[config.mk]
export PLATFORM = sky130hd
export DESIGN_NAME = btn_debounce
export DESIGN_NICKNAME = d
export VERILOG_FILES = /design/src/rtl/btn_debounce.sv
export SDC_FILE = /design/constraint.sdc
export NUM_CORES = 1
export LEC_CHECK = 0
export ABC_AREA = 1
export CAP_MARGIN = 20
export CORE_ASPECT_RATIO = 1.4
export CORE_MARGIN = 10
export CORE_UTILIZATION = 44
export DETAILED_ROUTE_END_ITERATION = 7
export GPL_TIMING_DRIVEN = 0
export SLEW_MARGIN = 20
export SYNTH_ARGS = -nofsm -noshare
export SYNTH_HDL_FRONTEND = slang
export SYNTH_SLANG_ARGS = --single-unit
[constraint.sdc]
create_clock -name clk -period 2 [get_ports clk]
set_input_delay 0.6 -clock clk [delete_from_list [all_inputs] [get_ports clk]]
set_output_delay 0.6 -clock clk [all_outputs]
set_load 0.03 [all_outputs]
[src/rtl/btn_debounce.sv]
// btn_debounce: multi-channel push-button debouncer.
// Per channel: input synchronizer, stability counter and 4-state FSM.
module btn_debounce #(
   parameter int N_BTN       = 4,
   parameter int DB_CYCLES   = 250000,
   parameter int SYNC_STAGES = 2
) (
   input  logic             clk,
   input  logic             rst_n,
   input  logic [N_BTN-1:0] btn_raw,
   output logic [N_BTN-1:0] btn_db,
   output logic [N_BTN-1:0] btn_busy
);

   localparam int CW = $clog2(DB_CYCLES + 1);
   localparam logic [CW-1:0] LAST = CW'(DB_CYCLES - 1);
   localparam logic [CW-1:0] ONE  = CW'(1);

   // State bits are {db, busy}: outputs come straight from flops.
   typedef enum logic [1:0] {
      S_LOW  = 2'b00,
      S_RISE = 2'b01,
      S_HIGH = 2'b10,
      S_FALL = 2'b11
   } state_t;

   for (genvar i = 0; i < N_BTN; i++) begin : g_ch
      logic [SYNC_STAGES-1:0] sync;
      logic                   s;
      state_t                 state;
      logic [CW-1:0]          cnt;

      // Bring the raw button level into the clk domain.
      always_ff @(posedge clk or negedge rst_n) begin
         if (!rst_n) begin
            sync <= '0;
         end else begin
            sync <= {sync[SYNC_STAGES-2:0], btn_raw[i]};
         end
      end

      assign s = sync[SYNC_STAGES-1];

      // Accept a level change only after DB_CYCLES stable samples.
      always_ff @(posedge clk or negedge rst_n) begin
         if (!rst_n) begin
            state <= S_LOW;
            cnt   <= '0;
         end else begin
            unique case (state)
               S_LOW: begin
                  if (s) begin
                     state <= S_RISE;
                     cnt   <= ONE;
                  end
               end
               S_RISE: begin
                  if (!s) begin
                     state <= S_LOW;
                     cnt   <= '0;
                  end else if (cnt == LAST) begin
                     state <= S_HIGH;
                     cnt   <= '0;
                  end else begin
                     cnt <= cnt + ONE;
                  end
               end
               S_HIGH: begin
                  if (!s) begin
                     state <= S_FALL;
                     cnt   <= ONE;
                  end
               end
               S_FALL: begin
                  if (s) begin
                     state <= S_HIGH;
                     cnt   <= '0;
                  end else if (cnt == LAST) begin
                     state <= S_LOW;
                     cnt   <= '0;
                  end else begin
                     cnt <= cnt + ONE;
                  end
               end
            endcase
         end
      end

      assign btn_db[i]   = state[1];
      assign btn_busy[i] = state[0];
   end

endmodule

======== Word-level counts from Yosys, hierarchy flattened ========
Cells that the tools add are included.
storage, ports and cells
  register bits after elaboration ......... 88
  output and inout bits ................... 8
  logic and storage cells ................. 112
cells by class
  $add $sub $neg .......................... 4
  eq/ne operators ......................... 32
  mux-type cells .......................... 52
  reduce and logical (&&, ||, !) cells .... 12
operators by type and width
  kind                                            count
  two-way mux 18 bit                              20
  case mux 18 bit (4 select lines)                4
  adder 18 x 1 -> 18 bit (second input constant)  4
  == test 18 bit (second input constant)          4
  two-way mux 2 bit                               24
  case mux 2 bit (4 select lines)                 4
  inequality test 3 bit (second input constant)   8
  == test 2 bit (second input constant)           8
  inequality test 2 bit (second input constant)   8
  AND reduction 4 bit                             4
  == test 2 x 1 -> 1 bit (second input constant)  4
  zero test 2 bit                                 4
  AND reduction 2 bit                             4

======== Logic depth before layout (Yosys ltp) ========
  depth in word-level cells ............... 4
  mapped depth ............................ 11

======== Worst setup path before layout ========
No wires, ideal clock.
  kind .................................... register to register
  start ................................... reg (tool-made name)
  end ..................................... reg g_ch[0].cnt[17]
  library setup time ...................... 0.119 ns
  arrival ................................. 1.330 ns
  data required time ...................... 1.881 ns
  path slack .............................. 0.551 ns
  stages on the path, launching flop included .. 9
  clock period less this slack ............ 1.449 ns
  cell sequence ........................... dfrtp_1 -> nand2_1 -> nand3_2 -> buf_4 -> nand4_1 -> nor2_1 -> nand3_1 -> nand2_1 -> nor2_1
RTL lines
  item                  line  RTL
  end signal, assigned  65    cnt <= cnt + ONE;
  end signal, assigned  82    cnt <= cnt + ONE;
  end, declared         31    logic [CW-1:0] cnt;

======== Final worst setup path ========
  start ................................... reg g_ch[0].state[0]
  end ..................................... out btn_busy[0]
RTL lines
  item                    line  RTL
  start, declared         30    state_t state;
  start signal, assigned  47    state <= S_LOW;
  start signal, assigned  53    state <= S_RISE;
  start signal, assigned  59    state <= S_LOW;
  end, declared           12    output logic [N_BTN-1:0] btn_busy
No word-level cell between the ends.

==> flow_metrics.tcl <==
set metrics [dict create \
    ys_seq_elements 88 \
    num-fill-cells 1036 \
    track_usage_pct 13.7 \
    internal-power_w 0.00345 \
    maxCapViolCount 0 \
    dp.final_hpwl_um 7060 \
    leakagePower_nw 2.47 \
    yosysWarningCount 0 \
    viasPerCell 4.98 \
    core_region_area_sq_um 10800 \
    finalCriticalPeriod_ns 1.77 \
    path_depth 1 \
    finClkSkew_ns 0.00729 \
    cp-start-kind "register" \
    die_w_um 108 \
    status "completed" \
    path_clk_slew_ns 0.06 \
    drv_slew 0 \
    pwr_density_cell_nw_per_um2 1000 \
    die_h_um 144 \
    drc 0 \
    gp_congestion 0.862 \
    r2r_slack_ns 0.35 \
    htree_num_levels 3 \
    synth_area_sq_um 4810 \
    crit_end "btn_busy[0]" \
    required_ns 1.40 \
    critical_path_class "reg2out" \
    reg2reg_depth 8 \
    place.port_buffers 13 \
    initial_core_util_pct 44.8 \
    antenna_found_initial 0 \
    crit_fanout 5 \
    synth_nets 649 \
    routed_wl_um 9650 \
    grt_overflow 0 \
    hp-class "in2async" \
    nNetsFinal 674 \
    post_cts_resized 8 \
    worstMarginPinSlew_ns 0.667 \
    route.antenna.remaining_nets 0 \
    peakVddDrop_v 0.000732 \
    grt_max_degree 53 \
    cts_num_sinks 88 \
    max_slew_margin_pct 55.6 \
    worstSkewPairLatency_ns 0.34 \
    cts_setup_buffers 0 \
    placementRows 45 \
    clock_path_buffers 2 \
    grt_setup_unrepaired "no" \
    first_global_vias 4057 \
    critPathBufInv 1 \
    place_ws_ns 0.304 \
    path_cells "dlygate4sd2_1" \
    r2r_start "g_ch[1].cnt[0]$_DFFE_PN0P_" \
    swShare_pct 36.7 \
    period_share_pct 88.4 \
    grt_pass1_wl_um 17600 \
    drive_gt1_share_pct 11.1 \
    critical_path.top_delay_family "buffers and inverters" \
    dieArea_sq_um 15600 \
    reg2reg_to "g_ch[1].cnt[5]$_DFFE_PN0P_" \
    multiInputGateArea_sq_um 2200 \
    dr.pass1.iters 4 \
    power_w 0.00544 \
    crit_path_max_incr_delay_ns 0.42 \
    yosysSeqAreaShare_pct 45.7 \
    dr.first_iter.drc_count 166 \
    synth_cells 639 \
    area_growth_pct 12.7 \
    vias 4034 \
    seqPwrFrac_pct 39.5 \
    p_switching_w 0.00200 \
    synth_cell_types 33 \
    yosys_most_used_dff "dfrtp_1" \
    hold_viol 0 \
    clkPwrFrac_pct 31.5 \
    hold_buffers 0 \
    cts_made_buffers 9 \
    synth_edf_count 0 \
    final_common_cell "nand2_1" \
    ff_latch_area_sq_um 2200 \
    fmax_mhz 566 \
    combPwrFrac_pct 29.1 \
    finalSetupViolCount 0 \
    wire_per_inst_um 11.9 \
    ios 14 \
    clock-root-buffer "clkbuf_16" \
    end_kind "output pin" \
    cts_tree "done" \
    slowest_stage "dlygate4sd2_1" \
    diodes 0 \
    final_cell_mix "nand2_1, nor2_1, dfrtp_1" \
    synth-async-reset-ratio_pct 100 \
    critPathLaunch "g_ch[0].state[0]$_DFFE_PN0P_" \
    avgSynthCellArea_sq_um 7.53 \
    crit_arrival_ns 1.17 \
    setup_ws_ns 0.233 \
]
[how the worst min path moves through the flow]
| stage | end | slack, ns | cells after the start |
|---|---|---|---|
| 5_1_grt | async pin | 0.36 | 1 |
| 4_1_cts | async pin | 0.32 | 1 |
| 3_5_place_dp | g_ch[0].sync[1]$_DFF_PN0_ | 0.34 | 0 |
| 2_1_floorplan | async pin | 0.30 | 0 |
| 6_report | async pin | 0.30 | 1 |
| 3_3_place_gp | g_ch[1].sync[1]$_DFF_PN0_ | 0.33 | 0 |
[area by class of cell]
class / count / area share [%]
Buffer: 4 / 0.622
Clock buffer: 11 / 4.47
Clock inverter: 5 / 1.04
Inverter: 100 / 6.92
Multi-Input combinational cell: 447 / 40.6
Sequential cell: 88 / 40.6
Tap cell: 141 / 3.25
Timing Repair Buffer: 14 / 2.54
[registers in the layout (all words and copies together) (netlist names), named ones only]
name	flops
g_ch.state	4
g_ch.sync	8
g_ch.cnt	72
[power by group through the flow]
| stage | Clock [W] | Combinational (W) | Sequential (W) |
|---|---|---|---|
| 2_1_floorplan | 0 | 0.000997 | 0.00231 |
| 3_3_place_gp | 0 | 0.00164 | 0.00218 |
| 3_5_place_dp | 0 | 0.00166 | 0.00219 |
| 4_1_cts | 0.00176 | 0.00161 | 0.00215 |
| 5_1_grt | 0.00184 | 0.00181 | 0.00218 |
| 6_report | 0.00171 | 0.00158 | 0.00215 |
[Yosys cell counts, drive strengths merged, types with 2 or more instances]
master	number	share of area (%)
a21oi	16	1.7
o21bai	2	0.31
nand2	167	14
o21ai	35	3.9
buf	3	0.62
nor3	22	2.9
xor2	14	2.5
clkinv	3	0.23
ha	4	1.0
dfrtp	88	46
xnor2	5	0.91
nand3	44	4.9
nand4	19	2.6
inv	97	7.6
a21boi	2	0.31
o22ai	9	1.2
nor2	103	9.0
[kinds of logic (layout without fill, tap and decap cells)]
kind of cell    Yosys count  in the layout  synth area share, %
flops                    88             88                 45.7
xor+xnor                 19             19                 3.46
fa+ha+maj                 4              4                 1.04
compound gates           66             66                 7.61
buf+inv                 104            134                 8.50
mux                       1              1                0.208
simple gates            357            357                 33.4
[per-stage QoR]
stage	hold slack (ns)	area, sq um	utilization, %	TNS [ns]	std cells
4_1_cts	0.321	5430	50.5	0	810
2_1_floorplan	0.304	4810	-	0	639
5_1_grt	0.356	5430	50.5	0	810
3_5_place_dp	0.339	5140	47.8	0	794
6_report	0.297	5430	50.5	0	810
3_3_place_gp	0.334	5120	47.6	-258.93	793
[routing by layer]
layer / up-vias / GRT usage [%] / share of wire, %
met5: - / 0 / 0
met4: 0 / 6.54 / 2.3
met3: 22 / 2.73 / 2.9
met2: 48 / 23.2 / 50
met1: 1886 / 16.0 / 45
li1: 2078 / - / -
Note: power is estimated with default switching activity, not from simulation.
